File: src/rtl/bscan_tap_pkg.sv
// ============================================================================
// bscan_tap_pkg : TAP state encoding and default opcodes for bscan_tap_ctrl
// Rev 1.0
// ============================================================================
`default_nettype none

package bscan_tap_pkg;

  typedef enum logic [3:0] {
    TAP_EX2_DR = 4'h0,
    TAP_EX1_DR = 4'h1,
    TAP_SH_DR  = 4'h2,
    TAP_PA_DR  = 4'h3,
    TAP_SEL_IR = 4'h4,
    TAP_UPD_DR = 4'h5,
    TAP_CAP_DR = 4'h6,
    TAP_SEL_DR = 4'h7,
    TAP_EX2_IR = 4'h8,
    TAP_EX1_IR = 4'h9,
    TAP_SH_IR  = 4'hA,
    TAP_PA_IR  = 4'hB,
    TAP_RTI    = 4'hC,
    TAP_UPD_IR = 4'hD,
    TAP_CAP_IR = 4'hE,
    TAP_TLR    = 4'hF
  } tap_state_t;

  localparam int C_OP_EXTEST = 0;
  localparam int C_OP_SAMPLE = 1;
  localparam int C_OP_INTEST = 2;
  localparam int C_OP_IDCODE = 3;

  // BYPASS is all-ones for whatever IR width is in use
  function automatic logic [7:0] bypass_opcode(input int ir_w);
    return 8'((1 << ir_w) - 1);
  endfunction

endpackage

`default_nettype wire

File: src/rtl/bscan_tap_fsm.sv
// ============================================================================
// bscan_tap_fsm : 16-state IEEE 1149.1 TAP state register and next-state logic
// Rev 1.0
// ============================================================================
`default_nettype none

module bscan_tap_fsm
  import bscan_tap_pkg::*;
(
  input  logic       clk,
  input  logic       rst_n,
  input  logic       tms_i,
  output logic [3:0] state_o,
  output logic [3:0] state_next_o
);

  tap_state_t state_q, state_d;

  always_ff @(posedge clk or negedge rst_n) begin
    if (!rst_n) state_q <= TAP_TLR;
    else        state_q <= state_d;
  end

  always_comb begin
    state_d = state_q;
    case (state_q)
      TAP_TLR:    state_d = tms_i ? TAP_TLR    : TAP_RTI;
      TAP_RTI:    state_d = tms_i ? TAP_SEL_DR : TAP_RTI;
      TAP_SEL_DR: state_d = tms_i ? TAP_SEL_IR : TAP_CAP_DR;
      TAP_CAP_DR: state_d = tms_i ? TAP_EX1_DR : TAP_SH_DR;
      TAP_SH_DR:  state_d = tms_i ? TAP_EX1_DR : TAP_SH_DR;
      TAP_EX1_DR: state_d = tms_i ? TAP_UPD_DR : TAP_PA_DR;
      TAP_PA_DR:  state_d = tms_i ? TAP_EX2_DR : TAP_PA_DR;
      TAP_EX2_DR: state_d = tms_i ? TAP_UPD_DR : TAP_SH_DR;
      TAP_UPD_DR: state_d = tms_i ? TAP_SEL_DR : TAP_RTI;
      TAP_SEL_IR: state_d = tms_i ? TAP_TLR    : TAP_CAP_IR;
      TAP_CAP_IR: state_d = tms_i ? TAP_EX1_IR : TAP_SH_IR;
      TAP_SH_IR:  state_d = tms_i ? TAP_EX1_IR : TAP_SH_IR;
      TAP_EX1_IR: state_d = tms_i ? TAP_UPD_IR : TAP_PA_IR;
      TAP_PA_IR:  state_d = tms_i ? TAP_EX2_IR : TAP_PA_IR;
      TAP_EX2_IR: state_d = tms_i ? TAP_UPD_IR : TAP_SH_IR;
      TAP_UPD_IR: state_d = tms_i ? TAP_SEL_DR : TAP_RTI;
    endcase
  end

  always_comb begin
    state_o      = state_q;
    state_next_o = state_d;
  end

endmodule

`default_nettype wire

File: src/rtl/bscan_tap_ctrl.sv
// ============================================================================
// bscan_tap_ctrl : TAP controller with IR, BYPASS and boundary-cell decode
// Optional 32-bit IDCODE register enabled by defining BSCAN_TAP_IDCODE_EN
// Rev 1.0
// ============================================================================
`default_nettype none

module bscan_tap_ctrl
  import bscan_tap_pkg::*;
#(
  parameter int          IR_W       = 4,
  parameter int          OP_EXTEST  = C_OP_EXTEST,
  parameter int          OP_SAMPLE  = C_OP_SAMPLE,
  parameter int          OP_INTEST  = C_OP_INTEST,
  parameter int          OP_IDCODE  = C_OP_IDCODE,
  parameter logic [31:0] IDCODE_VAL = 32'h0000_0001
) (
  input  logic            clk,
  input  logic            rst_n,
  input  logic            tms,
  input  logic            tdi,
  input  logic            bsr_so,
  output logic            tdo,
  output logic            tdo_en,
  output logic            bc_capture_en,
  output logic            bc_update_en,
  output logic            bc_shift_dr,
  output logic            bc_mode,
  output logic            bc_intest,
  output logic            bc_si,
  output logic [3:0]      tap_state,
  output logic [IR_W-1:0] instr
);

  localparam logic [IR_W-1:0] c_extest = IR_W'(OP_EXTEST);
  localparam logic [IR_W-1:0] c_sample = IR_W'(OP_SAMPLE);
  localparam logic [IR_W-1:0] c_intest = IR_W'(OP_INTEST);
  localparam logic [IR_W-1:0] c_bypass = IR_W'(bypass_opcode(IR_W));
  localparam logic [IR_W-1:0] c_ir_cap = IR_W'(1);

  logic [3:0]      state, state_nxt;
  tap_state_t      st;
  logic [IR_W-1:0] ir_sr_q, instr_q;
  logic            byp_q;
  logic            is_bsr, is_id, id_so, dr_so;

  bscan_tap_fsm u_fsm (
    .clk          (clk),
    .rst_n        (rst_n),
    .tms_i        (tms),
    .state_o      (state),
    .state_next_o (state_nxt)
  );

  assign st = tap_state_t'(state);

`ifdef BSCAN_TAP_IDCODE_EN
  localparam logic [IR_W-1:0] c_idcode    = IR_W'(OP_IDCODE);
  localparam logic [IR_W-1:0] c_rst_instr = c_idcode;
  localparam logic [31:0]     c_id_val    = IDCODE_VAL | 32'h1;

  logic [31:0] id_q;

  always_ff @(posedge clk or negedge rst_n) begin
    if (!rst_n)                id_q <= c_id_val;
    else if (st == TAP_CAP_DR) id_q <= c_id_val;
    else if (st == TAP_SH_DR)  id_q <= {tdi, id_q[31:1]};
  end

  assign id_so = id_q[0];
  assign is_id = (instr_q == c_idcode) && !is_bsr;
`else
  localparam logic [IR_W-1:0] c_rst_instr = c_bypass;

  logic unused_cfg;
  assign unused_cfg = ^{IDCODE_VAL, 32'(OP_IDCODE)};
  assign id_so      = 1'b0;
  assign is_id      = 1'b0;
`endif

  always_ff @(posedge clk or negedge rst_n) begin
    if (!rst_n) begin
      ir_sr_q <= '0;
      byp_q   <= 1'b0;
      instr_q <= c_rst_instr;
    end else begin
      case (st)
        TAP_CAP_IR: ir_sr_q <= c_ir_cap;
        TAP_SH_IR:  ir_sr_q <= {tdi, ir_sr_q[IR_W-1:1]};
        TAP_CAP_DR: byp_q   <= 1'b0;
        TAP_SH_DR:  byp_q   <= tdi;
        default: ;
      endcase
      // Looking at the next state makes instr valid for the whole TLR stay
      if (state_nxt == TAP_TLR)  instr_q <= c_rst_instr;
      else if (st == TAP_UPD_IR) instr_q <= ir_sr_q;
    end
  end

  always_comb begin
    is_bsr = (instr_q == c_extest) || (instr_q == c_sample) || (instr_q == c_intest);
    dr_so  = is_bsr ? bsr_so : (is_id ? id_so : byp_q);

    tdo_en        = (st == TAP_SH_DR) || (st == TAP_SH_IR);
    tdo           = 1'b0;
    if (st == TAP_SH_IR)      tdo = ir_sr_q[0];
    else if (st == TAP_SH_DR) tdo = dr_so;

    bc_capture_en = !(is_bsr && ((st == TAP_CAP_DR) || (st == TAP_SH_DR)));
    bc_shift_dr   = is_bsr && (st == TAP_SH_DR);
    bc_update_en  = is_bsr && (st == TAP_UPD_DR);
    bc_mode       = (instr_q == c_extest) || (instr_q == c_intest);
    bc_intest     = (instr_q == c_intest);
    bc_si         = tdi;
    tap_state     = state;
    instr         = instr_q;
  end

endmodule

`default_nettype wire

File: config.mk
export PLATFORM = sky130hd
export DESIGN_NAME = bscan_tap_ctrl
export DESIGN_NICKNAME = d
export VERILOG_FILES = /design/src/rtl/bscan_tap_pkg.sv /design/src/rtl/bscan_tap_fsm.sv /design/src/rtl/bscan_tap_ctrl.sv
export SDC_FILE = /design/constraint.sdc
export NUM_CORES = 1
export LEC_CHECK = 0
export BUFFER_PORTS_ARGS = -buffer_cell sky130_fd_sc_hd__buf_2
export CAP_MARGIN = 20
export CORE_MARGIN = 4
export CORE_UTILIZATION = 52
export CTS_BUF_LIST = sky130_fd_sc_hd__clkbuf_8
export DETAILED_ROUTE_END_ITERATION = 10
export PLACE_DENSITY = 0.89
export SLEW_MARGIN = 0
export SYNTH_ARGS = -nofsm -noshare
export SYNTH_HDL_FRONTEND = slang
export SYNTH_SLANG_ARGS = --single-unit
File: constraint.sdc
create_clock -name clk -period 2.06 [get_ports clk]
set_input_delay 0.618 -clock clk [delete_from_list [all_inputs] [get_ports clk]]
set_output_delay 0.618 -clock clk [all_outputs]
set_load 0.02 [all_outputs]
==> flow_metrics.env <==
export IMPL_hp_class="input pin to async pin"
export IMPL_fin_cells=114
export IMPL_synthFlopType="dfstp_2"
export IMPL_synth_edf_count=0
export IMPL_ys_types=27
export IMPL_synthMuxAreaShare_pct=9.347
export IMPL_core_area_um2=1285
export IMPL_synth_seq_cells=13
export IMPL_hold_viol_final=0
export IMPL_sequentialPowerShare_pct=37.8
export IMPL_max_freq_mhz=450.4
export IMPL_rows=13
export IMPL_gp_congestion=0.7447
export IMPL_initial_core_util_pct=55.21
export IMPL_htreeDepth=1
export IMPL_slowest_stage="dfstp_2"
export IMPL_outcome="finished with violations"
export IMPL_intPower_mw=0.8967
export IMPL_cpPeakStageDelay_ns=0.53
export IMPL_clkPwrFrac_pct=13.7
export IMPL_p_comb_share_pct=48.5
export IMPL_dpl_hpwl_mm=1.145
export IMPL_fin_nets=105
export IMPL_die_area_um2=2019
export IMPL_num_io_pins=21
export IMPL_synth_fa_ha_area_share_pct=0
export IMPL_slew_violations=0
export IMPL_path_depth=4
export IMPL_setup_violations=2
export IMPL_drt_total_wl_mm=1.726
export IMPL_synthesis_area_um2=709.4
export IMPL_cts_tree="built"
export IMPL_synth_top_family_by_area="simple AND/OR/NAND/NOR gates"
export IMPL_overflow=0
export IMPL_tns_ns=-0.2930
export IMPL_cp_max_fo=2
export IMPL_dp_cells=107
export IMPL_grt_pass1_wl_mm=2.518
export IMPL_ys_async_sr_fraction_pct=100.0
export IMPL_drt_antenna_violating_nets=0
export IMPL_clock_path_buffers=2
export IMPL_violations="negative setup slack"
export IMPL_syn_num_nets=80
export IMPL_synth_simple_area_share_pct=25.93
export IMPL_powerDensity_nw_per_um2=1690
export IMPL_routedWlPerCell_um=15.14
export IMPL_drt_first_iter_violations=18
export IMPL_numCtsBuffers=3
export IMPL_leakage_nw=0.4601
export IMPL_antenna_found_initial=0
export IMPL_setup_slack_ns=-0.1603
export IMPL_reg2reg_depth=4
export IMPL_period_minus_slack_ns=2.220
export IMPL_clk_latency_ns=0.24
export IMPL_num_antenna_cells=0
export IMPL_grt_pass1_vias=563
export IMPL_yosysSeqAreaShare_pct=47.27
export IMPL_worst_setup_path_end_kind="primary output"
export IMPL_crit_path_start_kind="register"
export IMPL_drive_above_1_share_pct=44.44
export IMPL_skew_ns=0.003936
export IMPL_netlist_instances=75
export IMPL_syn2layout_area_growth_pct=32.80
export IMPL_maxCapViolations=0
export IMPL_path_class="register to primary output"
export IMPL_ir_drop_uv=904.5
export IMPL_crit_required_ns=1.44
export IMPL_path_clk_slew_ns=0.06
export IMPL_drc=0
export IMPL_critPathTopFamily="flip-flops"
export IMPL_grt_setup_unrepaired="true"
export IMPL_dp_slack_ns=0.08432
export IMPL_grt_usage_pct=17.29
export IMPL_path_cells="a211o_1 > mux2_4 > o211a_1 > buf_6"
export IMPL_fin_util_pct=73.32
export IMPL_die_y_um=44.94
export IMPL_cts_root_buf="clkbuf_8"
export IMPL_fin_crit_sh_pct=107.8
export IMPL_cts_sinks=13
export IMPL_synth_compound_area_share_pct=13.05
export IMPL_vias=666
export IMPL_die_w_um=44.94
export IMPL_drt_first_pass_iters=4
export IMPL_maxSlewHeadroom_pct=76.67
export IMPL_io_buffers=20
export IMPL_switchingPower_mw=0.6957
export IMPL_critPathBufInv=1
export IMPL_synth_xor_area_share_pct=0
export IMPL_grt_max_degree=19
export IMPL_avgViaCountPerCell=5.842
export IMPL_syn_avg_cell_area_um2=9.459
export IMPL_p_sw_share_pct=43.69
export IMPL_arrival_ns=1.60
export IMPL_total_power_mw=1.592
export IMPL_yosysWarningCount=0
export IMPL_worst_slew_pin_slew_ns=0.3500
==> routing by layer <==
metal / vias up / routed length [µm] / share of wire [%] / track usage [%]
li1: 309 / - / - / -
met1: 319 / 637 / 37 / 20.15
met4: 0 / 20 / 1.2 / 9.942
met3: 3 / 143 / 8.3 / 4.382
met5: - / 0 / 0 / 0
met2: 35 / 924 / 54 / 28.53
==> cells by family (layout without fill, tap and decap cells) <==
logic type / count (synthesis) / after routing
and+or+nand+nor: 35 / 35
AOI/OAI and AO/OA: 15 / 15
DFF: 13 / 13
muxes: 6 / 6
buffers and inverters: 6 / 30
==> cell type report <==
class                      count  area, µm²
multi-input combinational     56      380.4
fill                          93      342.8
sequential                    13      335.3
timing repair buffer          26      162.7
clock buffer                   3      41.29
tap                           15      18.77
clock inverter                 1      3.754
==> cell usage in the layout, fill, tap and decap left out, types with 3 or more instances in the layout <==
cell      count
clkbuf_8      3
mux2i_1       4
nor2_1        3
nand2_1      12
buf_2        16
dfrtp_1       5
o21ai_0       7
nand2b_1      6
dfstp_2       8
buf_4         8
a21oi_1       3
==> registers in the layout (all words and copies together) (netlist names) <==
signal         flops
byp_q              1
ir_sr_q            4
u_fsm.state_o      4
instr              4
==> final timing paths <==
path,endpoint,start,slack [ns]
max,tdo,instr[1],-0.16
min reg2reg,ir_sr_q[1],ir_sr_q[1],0.52
min,ir_sr_q[0],rst_n,0.25
max reg2reg,u_fsm.state_o[1],u_fsm.state_o[2],0.51
max in group asynchronous,instr[0],rst_n,1.53
min in group clk,ir_sr_q[1],ir_sr_q[1],0.52
==> cells in the mapped netlist, drive strengths merged, types with 2 or more instances <==
master   n  area, µm²
a21oi    3      15.01
buf      5      27.53
dfrtp    5      125.1
dfstp    8      210.2
mux2     2      26.27
mux2i    4      40.04
nand2   12      45.04
nand2b   7      43.79
nand3    2      10.01
nor2     3      11.26
nor4     2      12.51
o21ai    7      35.03
or3      3      18.77
==> power by group through the flow <==
| stage | logic (mW) | registers, mW | clock network [mW] |
|---|---|---|---|
| after floorplan | 0.442 | 0.610 | 0 |
| after global placement | 0.646 | 0.581 | 0 |
| after detailed placement | 0.671 | 0.596 | 0 |
| after CTS | 0.743 | 0.581 | 0.222 |
| after global routing | 0.829 | 0.622 | 0.235 |
| final | 0.773 | 0.601 | 0.218 |
==> through the flow <==
step	instance area [µm²]	hold slack, ns
after global routing	942.2	0.2661
after detailed placement	825.8	0.4989
final	942.2	0.2534
after CTS	912.1	0.2581
after floorplan	715.7	0.3224
after global placement	825.8	0.4857
==> repair_timing <==
action,in CTS,in global routing
buffers inserted,3,0
setup endpoints to repair,3,4
hold buffers,0,0
gates resized for setup,5,6
pin swaps,3,1
Power figures use the tool's default switching activity.
